--- src/rtl/decode24_strobe.sv ---
// Registered 2-to-4 one-hot decoder: valid/ready input, HOLD-cycle strobe on out, done on the last cycle.
// Defining DECODE24_SKID_EN adds a one-entry code buffer so strobes can run back-to-back.
module decode24_strobe #(
    parameter int unsigned HOLD = 4
) (
    input  logic       clk,
    input  logic       rst,
    input  logic       en,
    input  logic       in_valid,
    output logic       in_ready,
    input  logic [1:0] in,
    output logic [3:0] out,
    output logic       busy,
    output logic       done
);

    localparam logic [7:0] RELOAD = 8'(HOLD - 1);

    typedef enum logic {
        IDLE,
        STROBE
    } state_t;

    state_t     state, state_next;
    logic [7:0] cnt, cnt_next;
    logic [3:0] out_next;
    logic       transfer;

`ifdef DECODE24_SKID_EN
    logic       skid_valid, skid_valid_next;
    logic [1:0] skid_code, skid_code_next;

    assign in_ready = en & ~rst & ((state == IDLE) | ~skid_valid);
`else
    assign in_ready = en & ~rst & (state == IDLE);
`endif

    assign transfer = in_valid & in_ready;
    assign busy     = (state == STROBE);
    assign done     = en & busy & (cnt == '0);

    always_comb begin
        state_next = state;
        cnt_next   = cnt;
        out_next   = out;
`ifdef DECODE24_SKID_EN
        skid_valid_next = skid_valid;
        skid_code_next  = skid_code;
`endif
        if (!en) begin
            state_next = IDLE;
            cnt_next   = '0;
            out_next   = '0;
`ifdef DECODE24_SKID_EN
            skid_valid_next = 1'b0;
`endif
        end else begin
            unique case (state)
                IDLE: begin
                    if (transfer) begin
                        state_next = STROBE;
                        out_next   = 4'b0001 << in;
                        cnt_next   = RELOAD;
                    end
                end
                STROBE: begin
                    if (cnt != '0) begin
                        cnt_next = cnt - 8'd1;
`ifdef DECODE24_SKID_EN
                        if (transfer) begin
                            skid_valid_next = 1'b1;
                            skid_code_next  = in;
                        end
`endif
                    end else begin
`ifdef DECODE24_SKID_EN
                        // A code arriving in the last cycle bypasses the empty buffer.
                        if (skid_valid) begin
                            out_next        = 4'b0001 << skid_code;
                            cnt_next        = RELOAD;
                            skid_valid_next = 1'b0;
                        end else if (transfer) begin
                            out_next = 4'b0001 << in;
                            cnt_next = RELOAD;
                        end else begin
                            state_next = IDLE;
                            out_next   = '0;
                        end
`else
                        state_next = IDLE;
                        out_next   = '0;
`endif
                    end
                end
                default: begin
                    state_next = IDLE;
                    cnt_next   = '0;
                    out_next   = '0;
                end
            endcase
        end
    end

    always_ff @(posedge clk) begin
        if (rst) begin
            state <= IDLE;
            cnt   <= '0;
            out   <= '0;
`ifdef DECODE24_SKID_EN
            skid_valid <= 1'b0;
            skid_code  <= '0;
`endif
        end else begin
            state <= state_next;
            cnt   <= cnt_next;
            out   <= out_next;
`ifdef DECODE24_SKID_EN
            skid_valid <= skid_valid_next;
            skid_code  <= skid_code_next;
`endif
        end
    end

endmodule
--- config.mk ---
export PLATFORM = sky130hd
export DESIGN_NAME = decode24_strobe
export DESIGN_NICKNAME = d
export VERILOG_FILES = /design/src/rtl/decode24_strobe.sv
export SDC_FILE = /design/constraint.sdc
export NUM_CORES = 1
export LEC_CHECK = 0
export BUFFER_PORTS_ARGS = -buffer_cell sky130_fd_sc_hd__buf_2
export CORE_AREA = 5 5 42 44
export CTS_CLUSTER_SIZE = 24
export DETAILED_ROUTE_END_ITERATION = 12
export DIE_AREA = 0 0 47 49
export GPL_TIMING_DRIVEN = 0
export MAX_ROUTING_LAYER = met4
export PLACE_DENSITY = 0.78
export SETUP_SLACK_MARGIN = 0.2
export SLEW_MARGIN = 10
export SYNTH_ARGS = -nofsm -noshare
export SYNTH_HDL_FRONTEND = slang
export SYNTH_SLANG_ARGS = --single-unit
--- constraint.sdc ---
create_clock -name clk -period 2.8 [get_ports clk]
set_clock_uncertainty 0.2 [all_clocks]
set_input_delay 0.56 -clock clk [delete_from_list [all_inputs] [get_ports clk]]
set_output_delay 0.56 -clock clk [all_outputs]
set_load 0.03 [all_outputs]
==> results of run 1 <==
-- sequential cells by signal, indices dropped and copies added (netlist names) --
name,cells
busy,1
out,4
cnt,8
-- what timing repair did --
action | in CTS | in global routing
endpoints found under the setup margin | 0 | 1
gates resized for setup | 0 | 2
setup buffers | 0 | 0
-- cell families (layout without fill, tap and decap cells) --
logic type,after synthesis,count (layout),share of synthesized area (%)
AND/OR/NAND/NOR,36,36,31.9
AO/OA/AOI/OAI,17,17,16.8
flip-flops,13,13,40.7
buffers and inverters,7,23,4.30
XOR/XNOR,2,2,2.74
adder cells (fa/ha/maj),1,1,1.96
multiplexers,1,1,1.57
-- path summary, 6_finish.rpt --
kind,to,slack (ns),from,depth (start not counted)
hold / removal,out[3],0.27,out[3],2
setup / recovery,done,0.29,cnt[4],5
hold reg to reg,out[3],0.27,out[3],2
setup reg to reg,cnt[7],0.58,cnt[0],6
-- through the flow --
step / utilization (%) / instance area, um^2 / total power, mW / setup WS, ns / hold slack, ns
finish: 53.6 / 751 / 0.353 / 0.288 / 0.265
CTS: 53.2 / 746 / 0.356 / 0.246 / 0.271
detailed placement: 51.3 / 719 / 0.241 / 0.553 / 0.262
global placement: 51.3 / 719 / 0.240 / 0.572 / 0.249
floorplan: - / 639 / 0.227 / 0.619 / 0.268
global route: 53.6 / 751 / 0.374 / 0.204 / 0.297
-- power groups by stage --
stage / Clock (mW) / Sequential (mW) / Combinational (mW)
finish: 0.116 / 0.190 / 0.0468
global route: 0.130 / 0.191 / 0.0530
CTS: 0.119 / 0.190 / 0.0465
detailed placement: 0 / 0.195 / 0.0464
global placement: 0 / 0.195 / 0.0451
floorplan: 0 / 0.197 / 0.0305
-- layout by cell type, fill, tap and decap left out --
cell       count
or3_2          1
ha_1           1
nor3b_1        1
clkbuf_4       4
nor3_1         2
o21ai_0        3
nor2_2         1
or3b_2         1
nor2_1        11
nor2b_1        2
a31oi_1        3
o311ai_0       1
xor2_1         2
a32oi_1        1
o31ai_1        2
clkbuf_1       4
nand4bb_1      1
a21oi_1        4
clkbuf_2       1
nand4_1        2
and4b_1        1
nand2b_1       3
buf_2         11
or3_1          3
nand3_1        2
inv_1          3
mux2i_1        1
and2_1         1
nor4_1         1
nand2_1        1
dfxtp_1       13
o211ai_1       2
or4_1          2
o22ai_1        1
-- area by class of cell --
class,instances,area [um^2],area share [%]
Multi-Input combinational cell,57,354,47.2
Sequential cell,13,260,34.7
Timing Repair Buffer,12,62.6,8.33
Clock buffer,4,26.3,3.50
Tap cell,16,20.0,2.67
Buffer,4,16.3,2.17
Inverter,3,11.3,1.50
-- worst max-delay path, cell delays in order (launching register included) --
cell and delay [ns]:
dfxtp_1 0.33, or4_1 0.51, clkbuf_2 0.16, nor2_2 0.11
and4b_1 0.19, clkbuf_4 0.18
-- layer usage --
| layer | vias to the layer above | part of all wire, % |
|---|---|---|
| met2 | 11 | 52 |
| li1 | 313 | - |
| met5 | - | 0 |
| met3 | 4 | 3.5 |
| met1 | 298 | 41 |
| met4 | 0 | 3.3 |
==> results.sh, run 1 <==
export IMPL_grt_met3_usage_pct=2.21
export IMPL_diodes=0
export IMPL_syn_inst=77
export IMPL_place_inst=105
export IMPL_worst_pin_slew_ns=0.617
export IMPL_core_um2=1400
export IMPL_syn_area_per_cell_um2=8.30
export IMPL_wl_per_cell_um=12.8
export IMPL_first_pass_iters=4
export IMPL_area_growth_synth_to_final_pct=17.4
export IMPL_first_global_vias=622
export IMPL_synth_top_area_cell="dfxtp_1"
export IMPL_n_fill_cell=143
export IMPL_finalHoldViolations=0
export IMPL_syn_cell_area_um2=639
export IMPL_p_sw_mw=0.0913
export IMPL_clk_latency_ns=0.28
export IMPL_hp_class="reg -> reg"
export IMPL_cts_buffer_depth=2
export IMPL_grt_usage_pct=15.0
export IMPL_ys_top_cells_by_area="dfxtp_1, nor2_1, a21oi_1"
export IMPL_crit_arrival_ns=1.75
export IMPL_wl_um=1390
export IMPL_antenna_found_initial=0
export IMPL_drc=0
export IMPL_fin_crit_ns=2.51
export IMPL_synth_net_count=84
export IMPL_seqPwrFrac_pct=53.9
export IMPL_synth_edf_count=0
export IMPL_ant_nets=0
export IMPL_grt_pass1_wl_um=2480
export IMPL_critPathCaptureType="primary output"
export IMPL_status="finished, final reports clean"
export IMPL_dpl_hpwl_um=1080
export IMPL_fmax_mhz=398
export IMPL_yosysTopAreaCellShare_pct=40.7
export IMPL_numCtsBuffers=3
export IMPL_netlist_top_cells_count="dfxtp_1, nor2_1, a21oi_1"
export IMPL_drv_cap=0
export IMPL_rows=14
export IMPL_cp_required_ns=2.04
export IMPL_period_share_pct=89.7
export IMPL_internal_power_mw=0.262
export IMPL_setup_tns_ns=0
export IMPL_start_util_pct=45.6
export IMPL_htreeDepth=1
export IMPL_grtUsageMet1_pct=16.1
export IMPL_switching_share_pct=25.9
export IMPL_layout_drive_gt1_share_pct=20.4
export IMPL_grt_start_max_net_pins=11
export IMPL_slew_viol_final=0
export IMPL_cts_root_buf="clkbuf_4"
export IMPL_crit_type="reg -> out"
export IMPL_startpoint_type="flop"
export IMPL_rsz0062_at_grt="no"
export IMPL_ys_types=31
export IMPL_dr_total_vias=626
export IMPL_async_reset_ff_share_pct=0
export IMPL_cts_tree="yes"
export IMPL_worstPathMaxFanout=6
export IMPL_fp_dieArea_um2=2300
export IMPL_drtIter0Drc=6
export IMPL_cts_clk_slew_worst_paths_ns=0.08
export IMPL_setup_viol=0
export IMPL_p_comb_share_pct=13.2
export IMPL_vias_per_cell=5.74
export IMPL_seq_area_frac_synth_pct=40.7
export IMPL_gp_congestion=0.746
export IMPL_leakage_nw=0.310
export IMPL_ir_drop_mv=0.292
export IMPL_yosys_warnings=0
export IMPL_use_met2_pct=24.4
export IMPL_clkPwrFrac_pct=32.8
export IMPL_relSlewSlack_pct=58.4
export IMPL_die_y_um=49
export IMPL_ys_ff_latch=13
export IMPL_grt_overflow=0
export IMPL_power_density_nw_per_um2=470
export IMPL_num_io_pins=13
export IMPL_die_width_um=47
export IMPL_yosysMostFrequentCell="dfxtp_1"
export IMPL_hold_buffers=0
export IMPL_synthFlopType="dfxtp_1"
export IMPL_fin_cells=109
export IMPL_numClockSinks=13
export IMPL_grt_busiest_layer="met2"
export IMPL_portBuffers=12
export IMPL_nets=101
No activity file was read; power rests on OpenSTA's default activity.
==> inputs of run 2 (changes only) <==
- CAP_MARGIN: not set -> 5
- clock period: 2.8 -> 2.62 ns (I/O delays scaled with it)
==> run 2 against run 1 <==
Effect of this change: first-iteration DRC count up 33%; die area unchanged; worst hold slack about the same; wire length up 7.2%; sequential share of layout area down 1.4 points; combinational power up 10%; critical path depth unchanged; cell area up 5.8%; largest power group unchanged.
==> results.sh, run 2 (synthesis results as in run 1) <==
export IMPL_status="finished, final reports clean"
export IMPL_wl_per_cell_um=13.3
export IMPL_internal_power_mw=0.281
export IMPL_total_power_mw=0.381
export IMPL_dpl_hpwl_um=1080
export IMPL_cp_required_ns=1.90
export IMPL_drtIter0Drc=8
export IMPL_startpoint_type="flop"
export IMPL_crit_type="reg -> out"
export IMPL_fmax_mhz=415
export IMPL_period_share_pct=92.1
export IMPL_power_density_nw_per_um2=479
export IMPL_nets=104
export IMPL_crit_arrival_ns=1.69
export IMPL_vias_per_cell=5.83
export IMPL_die_y_um=49
export IMPL_drc=0
export IMPL_start_util_pct=45.6
export IMPL_grt_start_max_net_pins=11
export IMPL_ant_nets=0
export IMPL_cts_buffer_depth=2
export IMPL_fp_dieArea_um2=2300
export IMPL_crit_chain="or4_1 > clkbuf_8 > nor2_4 > and4b_1 > buf_6"
export IMPL_rows=14
export IMPL_worstPathMaxFanout=2
export IMPL_setup_tns_ns=0
export IMPL_grt_overflow=0
export IMPL_layout_drive_gt1_share_pct=26.0
export IMPL_cts_root_buf="clkbuf_4"
export IMPL_numCtsBuffers=3
export IMPL_first_pass_iters=4
export IMPL_worst_pin_slew_ns=0.451
export IMPL_largest_reg_flops=8
export IMPL_core_um2=1400
export IMPL_fin_crit_ns=2.41
export IMPL_cts_clk_slew_worst_paths_ns=0.08
export IMPL_drv_cap=0
export IMPL_area_growth_synth_to_final_pct=24.3
export IMPL_critical_path_max_stage_delay_ns=0.52
export IMPL_die_width_um=47
export IMPL_hp_class="reg -> reg"
export IMPL_critPathCaptureType="primary output"
export IMPL_largest_register="cnt"
export IMPL_grt_pass1_wl_um=2530
export IMPL_ir_drop_mv=0.321
export IMPL_setup_viol=0
export IMPL_grt_usage_pct=15.5
export IMPL_p_comb_share_pct=13.6
export IMPL_layout_common_cells="nor2_1, buf_2, dfxtp_1, clkbuf_1, a21oi_1"
export IMPL_relSlewSlack_pct=69.9
export IMPL_leakage_nw=0.333
export IMPL_fin_cells=112
export IMPL_cp_slowest_cell="or4_1"
export IMPL_numClockSinks=13
export IMPL_hold_buffers=0
export IMPL_diodes=0
export IMPL_clk_latency_ns=0.28
export IMPL_first_global_vias=632
export IMPL_num_io_pins=13
export IMPL_slew_viol_final=0
export IMPL_gp_congestion=0.746
export IMPL_p_sw_mw=0.0999
export IMPL_portBuffers=12
export IMPL_seqPwrFrac_pct=53.5
export IMPL_finalHoldViolations=0
export IMPL_final_core_util_pct=56.7
export IMPL_antenna_found_initial=0
export IMPL_place_inst=105
export IMPL_switching_share_pct=26.2
export IMPL_dr_total_vias=653
export IMPL_cts_tree="yes"
export IMPL_clkPwrFrac_pct=32.9
export IMPL_rsz0062_at_grt="yes"
export IMPL_wl_um=1490
export IMPL_htreeDepth=1
## run 2: cell count changes in the layout (fill, tap and decap cells not counted), sizes merged
cell    change
clkbuf      -1
buf         +4
## run 2: final timing paths
| check | start | to | slack [ns] | cells past startpoint |
|---|---|---|---|---|
| max | cnt[4] | done | 0.21 | 5 |
| min | out[3] | out[3] | 0.27 | 2 |
| max reg2reg | cnt[4] | cnt[7] | 0.33 | 6 |
| min reg2reg | out[3] | out[3] | 0.27 | 2 |
## run 2: metal layers
layer	vias to the layer above	track usage, %	routed length (um)
met1	319	16.3	606
li1	317	-	-
met4	0	9.68	46
met5	-	-	0
met2	13	25.6	783
met3	4	2.21	53
## run 2: power groups by stage
stage / combinational (mW) / sequential [mW] / clock, mW
floorplan: 0.0326 / 0.210 / 0
global placement: 0.0482 / 0.208 / 0
detailed placement: 0.0496 / 0.208 / 0
CTS: 0.0514 / 0.203 / 0.127
global route: 0.0582 / 0.204 / 0.139
finish: 0.0517 / 0.204 / 0.125
## run 2: cell type report
cell class,count,area [um^2]
Timing Repair Buffer,15,88.8
Inverter,3,11.3
Buffer,4,25.0
Multi-Input combinational cell,57,359
Fill cell,134,607
Clock buffer,4,26.3
Sequential cell,13,264
Tap cell,16,20.0
## run 2: repair_timing
action / in CTS / in global routing
gates resized for setup: 9 / 1
pin swaps: 1 / 0
buffers inserted: 3 / 0
endpoints found under the setup margin: 1 / 2
cloned: 0 / 0
## run 2: worst max-delay path, delay by kind of cell (launching register included)
family | cells | cell delay (ns)
AND/OR/NAND/NOR | 3 | 0.79
buffers and inverters | 2 | 0.29
flip-flops | 1 | 0.32
## run 2: per-stage QoR
step,hold slack (ns),area [um^2],worst slack (ns)
after floorplan,0.268,639,0.475
after global placement,0.249,719,0.428
after detailed placement,0.262,719,0.409
after CTS,0.271,795,0.205
after global routing,0.297,795,0.166
final,0.265,795,0.208
